==> src/rtl/uart_pkg.sv <==
// uart_pkg: shared UART types and constants for the RX frame receiver and TX parity logic.
package uart_pkg;
    typedef enum logic [2:0] {IDLE, START, DATA, PARITY, STOP, BREAK} rx_state_t;
    localparam logic PAR_EVEN = 1'b0;
    localparam logic PAR_ODD = 1'b1;
    localparam int DATA_BITS = 8;
endpackage

==> src/rtl/uart_rx_sampler.sv <==
// uart_rx_sampler: RX synchronizer, per-bit tick counter and 3-sample mid-bit majority vote.
module uart_rx_sampler #(
    parameter int PRESCALE = 8
) (
    input  logic clk,
    input  logic rst_n,
    input  logic rx_in,
    input  logic run,
    output logic rx_s,
    output logic sample_bit,
    output logic sample_done,
    output logic bit_end
);
    localparam int TW = $clog2(PRESCALE);
    localparam logic [TW-1:0] T_A = TW'(PRESCALE / 2 - 1);
    localparam logic [TW-1:0] T_B = TW'(PRESCALE / 2);
    localparam logic [TW-1:0] T_C = TW'(PRESCALE / 2 + 1);
    localparam logic [TW-1:0] T_LAST = TW'(PRESCALE - 1);

    logic rx_m, s0, s1;
    logic [TW-1:0] tick;

    always_ff @(posedge clk or negedge rst_n) begin
        if (!rst_n) begin
            rx_m <= 1'b1;
            rx_s <= 1'b1;
            tick <= '0;
            s0 <= 1'b1;
            s1 <= 1'b1;
        end else begin
            rx_m <= rx_in;
            rx_s <= rx_m;
            tick <= (run && tick != T_LAST) ? tick + 1'b1 : '0;
            if (tick == T_A) s0 <= rx_s;
            if (tick == T_B) s1 <= rx_s;
        end
    end

    // third vote is the live sample at the decision tick
    assign sample_bit = (s0 & s1) | (s0 & rx_s) | (s1 & rx_s);
    assign sample_done = run && tick == T_C;
    assign bit_end = run && tick == T_LAST;
endmodule

==> src/rtl/uart_rx_frame.sv <==
// uart_rx_frame: oversampling UART receiver with optional even/odd parity and stop-bit checking.
module uart_rx_frame
    import uart_pkg::*;
#(
    parameter int PRESCALE = 8
) (
    input  logic       CLK,
    input  logic       RST,
    input  logic       RX_IN,
    input  logic       PAR_EN,
    input  logic       PAR_TYP,
    output logic [7:0] P_DATA,
    output logic       DATA_VALID,
    output logic       PAR_ERR,
    output logic       STP_ERR
);
    rx_state_t state;
    logic [$clog2(DATA_BITS)-1:0] bit_cnt;
    logic [DATA_BITS-1:0] data;
    logic par_fail, par_en_q, par_typ_q;
    logic run, rx_s, sample_bit, sample_done, bit_end;

    assign run = state inside {START, DATA, PARITY, STOP};

    uart_rx_sampler #(.PRESCALE(PRESCALE)) u_smp (
        .clk(CLK),
        .rst_n(RST),
        .rx_in(RX_IN),
        .run(run),
        .rx_s(rx_s),
        .sample_bit(sample_bit),
        .sample_done(sample_done),
        .bit_end(bit_end)
    );

    always_ff @(posedge CLK or negedge RST) begin
        if (!RST) begin
            state <= IDLE;
            bit_cnt <= '0;
            data <= '0;
            par_fail <= 1'b0;
            par_en_q <= 1'b0;
            par_typ_q <= 1'b0;
            P_DATA <= '0;
            DATA_VALID <= 1'b0;
            PAR_ERR <= 1'b0;
            STP_ERR <= 1'b0;
        end else begin
            DATA_VALID <= 1'b0;
            PAR_ERR <= 1'b0;
            STP_ERR <= 1'b0;
            case (state)
                IDLE: if (!rx_s) begin
                    state <= START;
                    par_en_q <= PAR_EN;
                    par_typ_q <= PAR_TYP;
                    par_fail <= 1'b0;
                    bit_cnt <= '0;
                end
                START: begin
                    if (sample_done && sample_bit) state <= IDLE;
                    else if (bit_end) state <= DATA;
                end
                DATA: begin
                    if (sample_done) data[bit_cnt] <= sample_bit;
                    if (bit_end) begin
                        bit_cnt <= bit_cnt + 1'b1;
                        if (bit_cnt == $bits(bit_cnt)'(DATA_BITS - 1)) state <= par_en_q ? PARITY : STOP;
                    end
                end
                PARITY: begin
                    if (sample_done) par_fail <= sample_bit != ((^data) ^ par_typ_q);
                    if (bit_end) state <= STOP;
                end
                // leave at mid-bit so a back-to-back start edge is seen from IDLE
                STOP: if (sample_done) begin
                    if (sample_bit) begin
                        state <= IDLE;
                        PAR_ERR <= par_fail;
                        DATA_VALID <= !par_fail;
                        if (!par_fail) P_DATA <= data;
                    end else begin
                        state <= BREAK;
                        STP_ERR <= 1'b1;
                        PAR_ERR <= par_fail;
                    end
                end
                BREAK: if (rx_s) state <= IDLE;
                default: state <= IDLE;
            endcase
        end
    end
endmodule

==> config.mk <==
export PLATFORM = sky130hd
export DESIGN_NAME = uart_rx_frame
export DESIGN_NICKNAME = d
export VERILOG_FILES = /design/src/rtl/uart_pkg.sv /design/src/rtl/uart_rx_sampler.sv /design/src/rtl/uart_rx_frame.sv
export SDC_FILE = /design/constraint.sdc
export NUM_CORES = 1
export LEC_CHECK = 0
export CORE_ASPECT_RATIO = 0.7
export CORE_UTILIZATION = 50
export CTS_CLUSTER_SIZE = 40
export DETAILED_ROUTE_END_ITERATION = 8
export GPL_ROUTABILITY_DRIVEN = 0
export PLACE_DENSITY_LB_ADDON = 0.15
export SYNTH_ARGS = -nofsm -noshare
export SYNTH_HDL_FRONTEND = slang
export SYNTH_HIERARCHICAL = 1
export SYNTH_SLANG_ARGS = --single-unit
==> constraint.sdc <==
create_clock -name CLK -period 2.6 [get_ports CLK]
set_input_delay 0.52 -clock CLK [delete_from_list [all_inputs] [get_ports CLK]]
set_output_delay 0.52 -clock CLK [all_outputs]
set_load 0.1 [all_outputs]
Word level (Yosys, flattened, before mapping). Cells that the tools add are included.

Magnitude comparators: 2. Equal/unequal tests: 20. Reductions and logical operators: 17. Add/subtract/negate cells: 2. Bitwise logic cells: 8. Mux-type cells: 29.

Operators with widths (number): $mux 3 (13); $eq 3x3->1 const B (6); $pmux 3 s6 (1); $mux 1 (11); $ne 2x2->1 const B (5); $eq 3x2->1 const B (3); $bwmux 8 (1); $reduce_xor 8->1 (1); $reduce_and 7->1 (1); $add 3x1->3 const B (2); $pmux 3 s2 (1); $reduce_and 3->1 (2); $logic_and 1x1->1 (5); $lt 3x4->1 const B (1); $ne 2x1->1 const B (2); $reduce_and 2->1 (2); $reduce_and 4->1 (1); $reduce_bool 2->1 (2); $reduce_bool 4->1 (1); $and 1x1->1 (3); $demux 1 s3 (1); $eq 3x1->1 const B (1); $ge 3x1->1 const B (1); $logic_not 3->1 (1); 8 further kinds (10).

Register bits: 35. Bits of input ports: 5. Output and inout port bits: 11. Logic and storage cells: 93.

Longest topological paths before layout. Gate-level depths: netlist of the first run.

Depth in word-level cells: 6. Gate-level depth with buffers: 8. Depth with buffers taken out: 7.

Cells and area by module. The synthesis of the first run kept the hierarchy.

Modules (own cells, without submodules): uart_rx_frame (cells an instance 113, times used 1, seq. area each 700.7 sq um, area each 1386.3 sq um); uart_rx_sampler (cells an instance 26, times used 1, seq. area each 180.2 sq um, area each 329.1 sq um).

Worst setup path before layout of the first run. Ideal clock, no wire load.

Kind: register to register. Start: register state[0]. End: register data[4]. Data required time: 2.475 ns. Slack: 0.508 ns. Clock period less this slack: 2.092 ns. Arrival: 1.967 ns. Path buffers: 1. Cell stages (with the launch flop): 9. Setup time: 0.125 ns. Cell sequence: dfrtp_1 > buf_2 > nor2_1 > xnor2_1 > and3_2 > nor2b_1 > nand3b_1 > nor3b_1 > mux2_2.

Cells in the longest elaborated chain, start to end: 4. Elaborated cells between the ends (all ways): 7. Those cells by class: 4 x eq/ne; 3 x reduce/logical.

Ends and longest elaborated chain: start, declared (line uart_rx_frame.sv:17) `rx_state_t state;`; start signal, assigned (line uart_rx_frame.sv:68) `if (bit_cnt == $bits(bit_cnt)'(DATA_BITS - 1)) state <= par_en_q ? PARITY : STOP;`; $eq 3x1->1, or another cell as far along (line uart_rx_frame.sv:23) `assign run = state inside {START, DATA, PARITY, STOP};`; $reduce_bool 4->1 (*) (line uart_rx_frame.sv:23); named net run (line uart_rx_frame.sv:21) `logic run, rx_s, sample_bit, sample_done, bit_end;`; $logic_and 1x1->1 (*) (line uart_rx_sampler.sv:41) `assign sample_done = run && tick == T_C;`; named net sample_done (line uart_rx_frame.sv:21); $reduce_and 2->1 (no line) (*); end signal, assigned by index (line uart_rx_frame.sv:65) `if (sample_done) data[bit_cnt] <= sample_bit;`; end, declared (line uart_rx_frame.sv:19) `logic [DATA_BITS-1:0] data;`.

The timed path passes the listed nets; every way through them passes the cells marked *. A chain may end at the register's enable or synchronous reset.

Worst setup path in the final report of the first run.
Start: register state[1]. End: register data[2].

Same word-level chain as after synthesis.

==> results of run 1 <==
worst max-delay path: stages, from the launching register on:
cell	delay, ns
dfrtp_1	0.50
nor2_1	0.11
xnor2_1	0.23
and3_2	0.26
nor2b_1	0.26
nand3b_1	0.19
nor3b_1	0.26
mux2_2	0.36
how the worst max path moves through the flow:
stage	slack, ns	endpoint	from
2_1_floorplan	0.51	data[4]	state[0]
3_3_place_gp	0.49	data[4]	state[1]
3_5_place_dp	0.36	data[4]	state[1]
4_1_cts	0.36	data[4]	state[1]
5_1_grt	0.14	data[2]	state[1]
6_report	0.33	data[2]	state[1]
per-layer routing:
metal | global-route usage [%] | vias up | part of all wire (%)
met5 | 0 | - | 0
met4 | 9.80 | 0 | 2.1
met3 | 6.31 | 8 | 4.1
met2 | 28.3 | 19 | 43
met1 | 24.9 | 538 | 51
li1 | - | 523 | -
where the power goes:
group | internal, mW | switching [mW]
combinational | 0.263 | 0.261
clock | 0.188 | 0.179
sequential | 0.639 | 0.0784
synth_stat cells:
library cell / count
dfrtp_1: 31
mux2_2: 22
nor2_1: 11
ha_1: 7
xnor2_1: 7
inv_1: 5
nand2_1: 5
dfstp_2: 4
nand3b_1: 4
o21ai_0: 4
buf_2: 3
nand3_1: 3
nor3_1: 3
a21oi_1: 2
a22o_1: 2
and2_1: 2
and3_1: 2
nand2b_1: 2
nor3b_1: 2
or2_2: 2
a211o_2: 1
and2b_2: 1
and3_2: 1
and3b_1: 1
buf_6: 1
clkbuf_1: 1
maj3_1: 1
mux2_4: 1
nand2b_4: 1
nor2b_1: 1
nor4_4: 1
o211ai_1: 1
o311ai_0: 1
o31ai_1: 1
xnor3_1: 1
xor2_1: 1
cell type report:
type / instances / area share, %
Multi-Input combinational cell: 94 / 39.7
Tap cell: 47 / 2.97
Inverter: 5 / 0.949
Clock inverter: 1 / 0.253
Clock buffer: 7 / 3.86
Sequential cell: 35 / 44.5
Timing Repair Buffer: 19 / 7.72
logic make-up (layout without fill, tap and decap cells):
| group | count (synthesis) | in the layout | synth area share (%) |
|---|---|---|---|
| simple gates | 42 | 42 | 14.7 |
| flops | 35 | 35 | 51.3 |
| buf+inv | 10 | 32 | 2.84 |
| mux | 23 | 23 | 15.3 |
| xor+xnor | 9 | 9 | 5.40 |
| fa+ha+maj | 8 | 8 | 5.69 |
| compound gates | 12 | 12 | 4.74 |
sequential cells by signal, indices dropped and copies added (netlist names):
register and cells:
bit_cnt 3, par_en_q 1, data 8, DATA_VALID 1, par_fail 1, u_smp/rx_s 1
u_smp/s0 1, PAR_ERR 1, u_smp/rx_m 1, u_smp/s1 1, P_DATA 8, state 3
par_typ_q 1, u_smp/tick 3, STP_ERR 1
==> metrics.csv, run 1 <==
stage,metric,value,unit
floorplanning,die_x,72.0,um
drt,wire_per_inst,13.6,um
logic_synthesis,synth_nets,151,
power_and_ir_drop,leakage,0.946,nW
sta,fmax,0.440,GHz
clock_network,htreeDepth,2,
global_route,antenna_found_initial,0,
drt,drc,0,
layout,antenna_cells,0,
min_path,whs_endpoint,u_smp/rx_s,
sta,tightest_slew,0.589,ns
global_route,grt_pass1_wl,5030,um
sta,fin_tns_setup,0,ns
place,dpl.cell_count,200,
floorplanning,rows,17,
layout,multi_input_area,786,um^2
power_and_ir_drop,power.total,1.61,mW
layout,nFillCells,266,
floorplanning,io_pins,16,
clock_network,post_cts_resized,0,
logic_synthesis,syn_area,1720,um^2
floorplanning,fp.dieH,51.0,um
floorplanning,start_util,53.4,%
global_route,overflow,0,
place,dp_hpwl,2050,um
sta,finalWorstPathRequiredPeriod,2.27,ns
drt,first_pass_iters,4,
logic_synthesis,yosysSeqAreaShare,51.3,%
layout,area.growth.synth_to_final,15.3,%
setup_path,r2r-start,state[1],
run,maxCapViolations,0,
layout,final_common_cell,dfrtp_1,
setup_path,crit_path_end_kind,flip-flop,
global_route,grt_usage,19.0,%
sta,setup_viol,0,
clock_network,cts_buffers,5,
clock_network,cts_sinks,35,
layout,nNetsFinal,172,
setup_path,cp_max_fo,10,
layout,layout_common_cells,"dfrtp_1, mux2_2, buf_4, nor2_1",
floorplanning,fp.dieArea,3670,um^2
sta,finalClockSkew,0.00514,ns
clock_network,cts_root_buffer,clkbuf_8,
setup_path,required,2.77,ns
power_and_ir_drop,power_density,813,nW/um^2
global_route,grt_pass1_vias,1083,
sta,worst_slack,0.326,ns
drt,vias,1088,
setup_path,worst-setup-path-type,reg2reg,
logic_synthesis,avgSynthCellArea,12.3,um^2
logic_synthesis,ys_types,36,
clock_network,worstSkewPairLatency,0.28,ns
power_and_ir_drop,irDropWorstVdd,0.000444,V
place,place_ws,0.363,ns
sta,maxSlewHeadroom,60.4,%
logic_synthesis,synth_top_area_share,45.2,%
setup_path,start_kind,flip-flop,
clock_network,cts_tree,built,
drt,post_drt_via_cell_ratio,5.23,
logic_synthesis,synthCells,139,
drt,antenna_left,0,
clock_network,holdBufCountCts,0,
clock_network,clk_pin_slew,0.07,ns
logic_synthesis,synth_top_area_cell,dfrtp_1,
sta,rsz0062_at_grt,false,
min_path,hp-class,reg2reg,
sta,holdWs,0.360,ns
clock_network,post_cts_buffers,0,
place,placed_area,1900,um^2
sta,drv_slew,0,
logic_synthesis,yosys_warnings,6,
sta,hold_viol_final,0,
logic_synthesis,synth_seq_cells,35,
place,io_buffers,15,
layout,drive_gt1_share,34.2,%
layout,design_area,1980,um^2
drt,finalWirelength,2840,um
setup_path,cp.arrival,2.45,ns
setup_path,r2r_slack,0.33,ns
layout,seq_area,881,um^2
sta,fin_crit_sh,87.5,%
layout,utilization,61.6,%
floorplanning,coreArea,3210,um^2
min_path,whs_path_depth,0,
layout,stdcell_count,208,
status,status,finished clean,
logic_synthesis,synthTopCellsByArea,"dfrtp_1, mux2_2, dfstp_2, ha_1, xnor2_1",
global_route,grt_max_degree,36,
drt,drtIter0Drc,78,
setup_path,rr_worst_depth,7,
clock_network,clk_path_buf_depth,2,
min_path,hp-start,u_smp/rx_m,
setup_path,reg2reg_to,data[2],
Power figures use the tool's default switching activity.
==> inputs of run 2 (changes only) <==
PLACE_DENSITY = 0.71   (was unset)
PLACE_DENSITY_LB_ADDON = unset   (was 0.15)
==> run 2 against run 1 <==
Design area is 0.63% higher. Sequential cell count did not move. Combinational power shrank 6.3%. Clock-buffer cell count up 1. Global-route usage is 0.12 points higher. Cell count down 0.48%. Maximum frequency up 1.3%. Sequential share of layout area is 0.22 points lower. Die area is the same. Highest routed layer unchanged. First-iteration DRC count is 45% lower. Setup slack better by 0.030 ns. Via count down 3.9%.
==> metrics.csv, run 2 (synthesized netlist as in run 1, its figures left out) <==
stage,metric,value,unit,change
power_and_ir_drop,p_switching,0.516,mW,was 0.518 mW
global_route,grt_pass1_vias,1059,,"was 1,083"
sta,setup_viol,0,,unchanged
setup_path,r2r_slack,0.36,ns,was 0.33 ns
status,status,finished clean,,unchanged
clock_network,cts_root_buffer,clkbuf_8,,unchanged
floorplanning,die_x,72.0,um,unchanged
floorplanning,io_pins,16,,unchanged
setup_path,start_kind,flip-flop,,unchanged
sta,finalClockSkew,0.00363,ns,was 0.00514 ns
layout,reg_top3,"P_DATA (8), data (8)",,unchanged
drt,drtIter0Drc,43,,was 78
power_and_ir_drop,p_clk_share,25.2,%,was 22.8%
sta,maxSlewHeadroom,58.6,%,was 60.4%
floorplanning,start_util,53.4,%,unchanged
drt,first_pass_iters,4,,unchanged
setup_path,rr_worst_depth,7,,unchanged
clock_network,htreeDepth,2,,unchanged
sta,finalWorstPathRequiredPeriod,2.24,ns,was 2.27 ns
clock_network,worstSkewPairLatency,0.28,ns,about the same
global_route,overflow,0,,unchanged
global_route,grt_pass1_wl,5070,um,was 5030 um
power_and_ir_drop,seq_power_share,45.1,%,was 44.6%
drt,drc,0,,unchanged
floorplanning,fp.dieArea,3670,um^2,unchanged
drt,wire_per_inst,13.5,um,was 13.6 um
global_route,grt_max_degree,36,,unchanged
min_path,hp-class,reg2reg,,unchanged
sta,tightest_slew,0.616,ns,was 0.589 ns
power_and_ir_drop,intPower,1.14,mW,was 1.09 mW
place,io_buffers,15,,unchanged
layout,area.growth.synth_to_final,16.0,%,was 15.3%
clock_network,cts_tree,built,,unchanged
sta,fin_tns_setup,0,ns,unchanged
setup_path,cp.arrival,2.41,ns,was 2.45 ns
sta,holdWs,0.356,ns,was 0.360 ns
drt,antenna_left,0,,unchanged
layout,multi_input_area,786,um^2,unchanged
setup_path,crit_path_end_kind,flip-flop,,unchanged
layout,antenna_cells,0,,unchanged
power_and_ir_drop,swShare,31.2,%,was 32.2%
clock_network,clk_pin_slew,0.06,ns,was 0.07 ns
sta,rsz0062_at_grt,false,,unchanged
clock_network,cts_buffers,5,,unchanged
power_and_ir_drop,leakage,0.949,nW,was 0.946 nW
setup_path,worst-setup-path-type,reg2reg,,unchanged
place,dp_hpwl,2010,um,was 2050 um
setup_path,crit_end,data[4],,was data[2]
setup_path,r2r-start,state[1],,unchanged
drt,finalWirelength,2790,um,was 2840 um
floorplanning,coreArea,3210,um^2,unchanged
layout,nNetsFinal,171,,was 172
setup_path,reg2reg_to,data[4],,was data[2]
setup_path,required,2.77,ns,about the same
sta,hold_viol_final,0,,unchanged
layout,nFillCells,271,,was 266
sta,fmax,0.445,GHz,was 0.440 GHz
floorplanning,fp.dieH,51.0,um,unchanged
power_and_ir_drop,irDropWorstVdd,0.000400,V,was 0.000444 V
layout,drive_gt1_share,35.0,%,was 34.2%
layout,final_common_cell,dfrtp_1,,unchanged
clock_network,cts_sinks,35,,unchanged
setup_path,startpoint,state[1],,unchanged
layout,seq_area,882,um^2,was 881 um^2
layout,layout_common_cells,"dfrtp_1, mux2_2, buf_4, nor2_1",,unchanged
clock_network,clk_path_buf_depth,2,,unchanged
power_and_ir_drop,power_density,830,nW/um^2,was 813 nW/um^2
setup_path,cp_max_fo,10,,unchanged
drt,post_drt_via_cell_ratio,5.05,,was 5.23
power_and_ir_drop,combinationalPowerShare,29.7,%,was 32.6%
floorplanning,rows,17,,unchanged
global_route,grt_usage,19.1,%,was 19.0%
global_route,antenna_found_initial,0,,unchanged
sta,fin_crit_sh,86.3,%,was 87.5%
run,maxCapViolations,0,,unchanged
sta,drv_slew,0,,unchanged
drt,vias,1046,,"was 1,088"
run 2: timing repair:
action	in CTS	in global routing
gates resized for setup	0	1
endpoints found under the setup margin	0	1
endpoints found under the hold margin	0	0
hold buffers	0	0
buffers inserted	0	0
run 2: power groups by stage:
| stage | clock (mW) | combinational, mW | sequential (mW) |
|---|---|---|---|
| floorplan | 0 | 0.429 | 0.705 |
| global placement | 0 | 0.479 | 0.743 |
| detailed placement | 0 | 0.494 | 0.753 |
| CTS | 0.434 | 0.497 | 0.743 |
| global route | 0.455 | 0.555 | 0.762 |
| finish | 0.416 | 0.491 | 0.746 |
run 2: worst min-delay path by stage:
stage / endpoint / depth (start not counted) / start
after floorplan: DATA_VALID / 0 / RST
after global placement: u_smp/rx_s / 0 / u_smp/rx_m
after detailed placement: u_smp/rx_s / 0 / u_smp/rx_m
after CTS: u_smp/rx_s / 0 / u_smp/rx_m
after global routing: u_smp/rx_s / 0 / u_smp/rx_m
final: u_smp/rx_s / 0 / u_smp/rx_m
run 2: critical path, cell delays in order (launching register included):
cell and delay [ns]:
dfrtp_1 0.51, nor2_1 0.10, xnor2_1 0.21, and3_2 0.26, nor2b_1 0.25, nand3b_1 0.19
nor3b_1 0.26, mux2_2 0.36
run 2: area by class of cell:
class	instances	share of cell area, %
clock buffers	8	5.03
inverters	5	0.943
multi-input cells	94	39.5
flip-flops and latches	35	44.3
well taps	47	2.95
repair buffers	18	7.29
run 2: metrics by stage:
step	power [mW]	cells	area (um^2)	util, %	worst slack [ns]
floorplan	1.13	139	1720	-	0.508
global placement	1.22	199	1890	58.8	0.423
detailed placement	1.25	199	1890	58.8	0.304
CTS	1.67	207	1990	61.9	0.274
global route	1.77	207	1990	62.0	0.0955
finish	1.65	207	1990	62.0	0.355
run 2: per-layer routing:
layer  vias to the layer above  part of all wire (%)  GRT usage [%]
met5                         -                     0              0
met4                         0                   1.7           9.80
met3                         5                   3.8           5.33
met2                        16                    44           27.2
met1                       507                    51           26.8
li1                        518                     -              -
==> inputs of run 3 (changes only) <==
CORE_UTILIZATION = 35   (was 50)
PLACE_DENSITY = unset   (was 0.71)
==> run 3 against run 2 <==
Clock skew grew 0.0017 ns. Design area is 0.13% higher. Die area up 41%. Critical path type unchanged. Sequential share of layout area down 0.12 points. Combinational power is 7.9% higher. Highest routed layer unchanged. Via count grew 2.3%. Clock power decreased by 16%. Cell count grew 8.7%. Global-route usage is 5.2 points lower. Core utilization down 18 points.
==> metrics.csv, run 3 (synthesized netlist as in run 1, its figures left out) <==
stage,metric,value,unit,change
status,status,finished clean,,unchanged
power_and_ir_drop,intPower,1.08,mW,was 1.14 mW
floorplanning,coreArea,4530,um^2,was 3210 um^2
setup_path,crit_chain,nor2_1 -> xnor2_1 -> and3_2 -> nor2b_1 -> nand3b_1 -> nor3b_1 -> mux2_2,,unchanged
sta,fin_crit_sh,85.8,%,was 86.3%
power_and_ir_drop,seq_power_share,45.0,%,was 45.1%
setup_path,r2r_slack,0.37,ns,was 0.36 ns
global_route,grt_pass1_wl,5210,um,was 5070 um
layout,utilization,44.0,%,was 62.0%
global_route,grt_usage,13.9,%,was 19.1%
setup_path,critical-path-top-delay-family,simple AND/OR/NAND/NOR gates,,unchanged
sta,fmax,0.448,GHz,was 0.445 GHz
setup_path,rr_worst_depth,7,,unchanged
floorplanning,start_util,37.9,%,was 53.4%
min_path,whs_endpoint,u_smp/rx_s,,unchanged
power_and_ir_drop,p_clk_share,21.8,%,was 25.2%
sta,maxSlewHeadroom,59.9,%,was 58.6%
clock_network,post_cts_buffers,0,,unchanged
global_route,grt_max_degree,36,,unchanged
drt,finalWirelength,3110,um,was 2790 um
layout,seq_area,881,um^2,was 882 um^2
clock_network,cts_sinks,35,,unchanged
sta,finalClockSkew,0.00531,ns,was 0.00363 ns
clock_network,cts_buffers,5,,unchanged
power_and_ir_drop,p_switching,0.516,mW,about the same
clock_network,worstSkewPairLatency,0.28,ns,about the same
global_route,grt_pass1_vias,1037,,"was 1,059"
floorplanning,fp.dieH,60.6,um,was 51.0 um
layout,antenna_cells,0,,unchanged
setup_path,worst-setup-path-type,reg2reg,,unchanged
setup_path,required,2.77,ns,about the same
setup_path,crit_path_end_kind,flip-flop,,unchanged
setup_path,start_kind,flip-flop,,unchanged
power_and_ir_drop,swShare,32.3,%,was 31.2%
drt,vias,1070,,"was 1,046"
layout,final_common_cell,dfrtp_1,,unchanged
clock_network,htreeDepth,2,,unchanged
global_route,antenna_found_initial,0,,unchanged
layout,multi_input_area,786,um^2,unchanged
setup_path,startpoint,state[1],,unchanged
sta,holdWs,0.359,ns,was 0.356 ns
clock_network,cts_tree,built,,unchanged
power_and_ir_drop,irDropWorstVdd,0.000386,V,was 0.000400 V
place,dp_hpwl,2200,um,was 2010 um
setup_path,r2r-start,state[1],,unchanged
clock_network,clk_path_buf_depth,2,,unchanged
layout,reg_top3,"P_DATA (8), data (8)",,unchanged
clock_network,clk_pin_slew,0.06,ns,about the same
sta,setup_viol,0,,unchanged
setup_path,crit_buf_inv,0,,unchanged
setup_path,critPathSlowestCell,dfrtp_1,,unchanged
clock_network,post_cts_resized,0,,unchanged
setup_path,cp_max_fo,10,,unchanged
global_route,overflow,0,,unchanged
sta,rsz0062_at_grt,false,,unchanged
layout,nNetsFinal,172,,was 171
min_path,hp-class,reg2reg,,unchanged
clock_network,holdBufCountCts,0,,unchanged
layout,drive_gt1_share,34.0,%,was 35.0%
layout,nFillCells,427,,was 271
setup_path,cp_slowest_stage_delay,0.47,ns,was 0.51 ns
run,maxCapViolations,0,,unchanged
layout,layout_common_cells,"dfrtp_1, mux2_2, buf_4, nor2_1",,unchanged
sta,drv_slew,0,,unchanged
floorplanning,io_pins,16,,unchanged
drt,first_pass_iters,4,,unchanged
drt,post_drt_via_cell_ratio,4.76,,was 5.05
power_and_ir_drop,power_density,802,nW/um^2,was 830 nW/um^2
min_path,whs_path_depth,0,,unchanged
sta,finalWorstPathRequiredPeriod,2.23,ns,was 2.24 ns
drt,wire_per_inst,13.8,um,was 13.5 um
floorplanning,fp.dieArea,5190,um^2,was 3670 um^2
layout,area.growth.synth_to_final,16.2,%,was 16.0%
drt,drtIter0Drc,48,,was 43
min_path,hp-start,u_smp/rx_m,,unchanged
place,io_buffers,15,,unchanged
drt,antenna_left,0,,unchanged
setup_path,reg2reg_to,data[2],,was data[4]
power_and_ir_drop,leakage,0.941,nW,was 0.949 nW
sta,fin_tns_setup,0,ns,unchanged
clock_network,cts_root_buffer,clkbuf_8,,unchanged
floorplanning,die_x,85.7,um,was 72.0 um
sta,hold_viol_final,0,,unchanged
floorplanning,rows,20,,was 17
drt,drc,0,,unchanged
sta,tightest_slew,0.597,ns,was 0.616 ns
power_and_ir_drop,combinationalPowerShare,33.1,%,was 29.7%
setup_path,cp.arrival,2.40,ns,was 2.41 ns
run 3: layer usage:
metal / track usage (%) / share of wire, % / vias to the layer above
met5: 0 / 0 / -
met2: 20.2 / 40 / 25
met4: 5.00 / 1.5 / 0
met1: 18.8 / 53 / 523
met3: 5.71 / 5.3 / 5
li1: - / - / 517
run 3: worst max path at each step:
stage               endpoint  slack, ns  cells after the start
floorplan            data[4]       0.51                      8
global placement     data[4]       0.47                      7
detailed placement   data[4]       0.39                      7
CTS                  data[2]       0.38                      7
global route         data[4]       0.13                      7
finish               data[2]       0.37                      7
run 3: area by class of cell:
type                       instances  area share [%]
multi-input combinational         94            39.4
clock buffer                       6            3.64
tap                               66            4.14
sequential                        35            44.2
inverter                           5           0.942
timing repair buffer              19            7.66
run 3: metrics by stage:
step	power (mW)	instances	cell area [um^2]	setup slack, ns
detailed placement	1.26	219	1920	0.394
global placement	1.25	219	1920	0.470
CTS	1.62	225	1990	0.377
global route	1.72	225	1990	0.134
floorplan	1.13	139	1720	0.508
finish	1.60	225	1990	0.369
run 3: power by group through the flow:
stage | registers (mW) | clock network [mW] | logic (mW)
3_5_place_dp | 0.728 | 0 | 0.530
2_1_floorplan | 0.705 | 0 | 0.429
3_3_place_gp | 0.721 | 0 | 0.525
6_report | 0.719 | 0.349 | 0.530
4_1_cts | 0.719 | 0.366 | 0.533
5_1_grt | 0.734 | 0.392 | 0.593
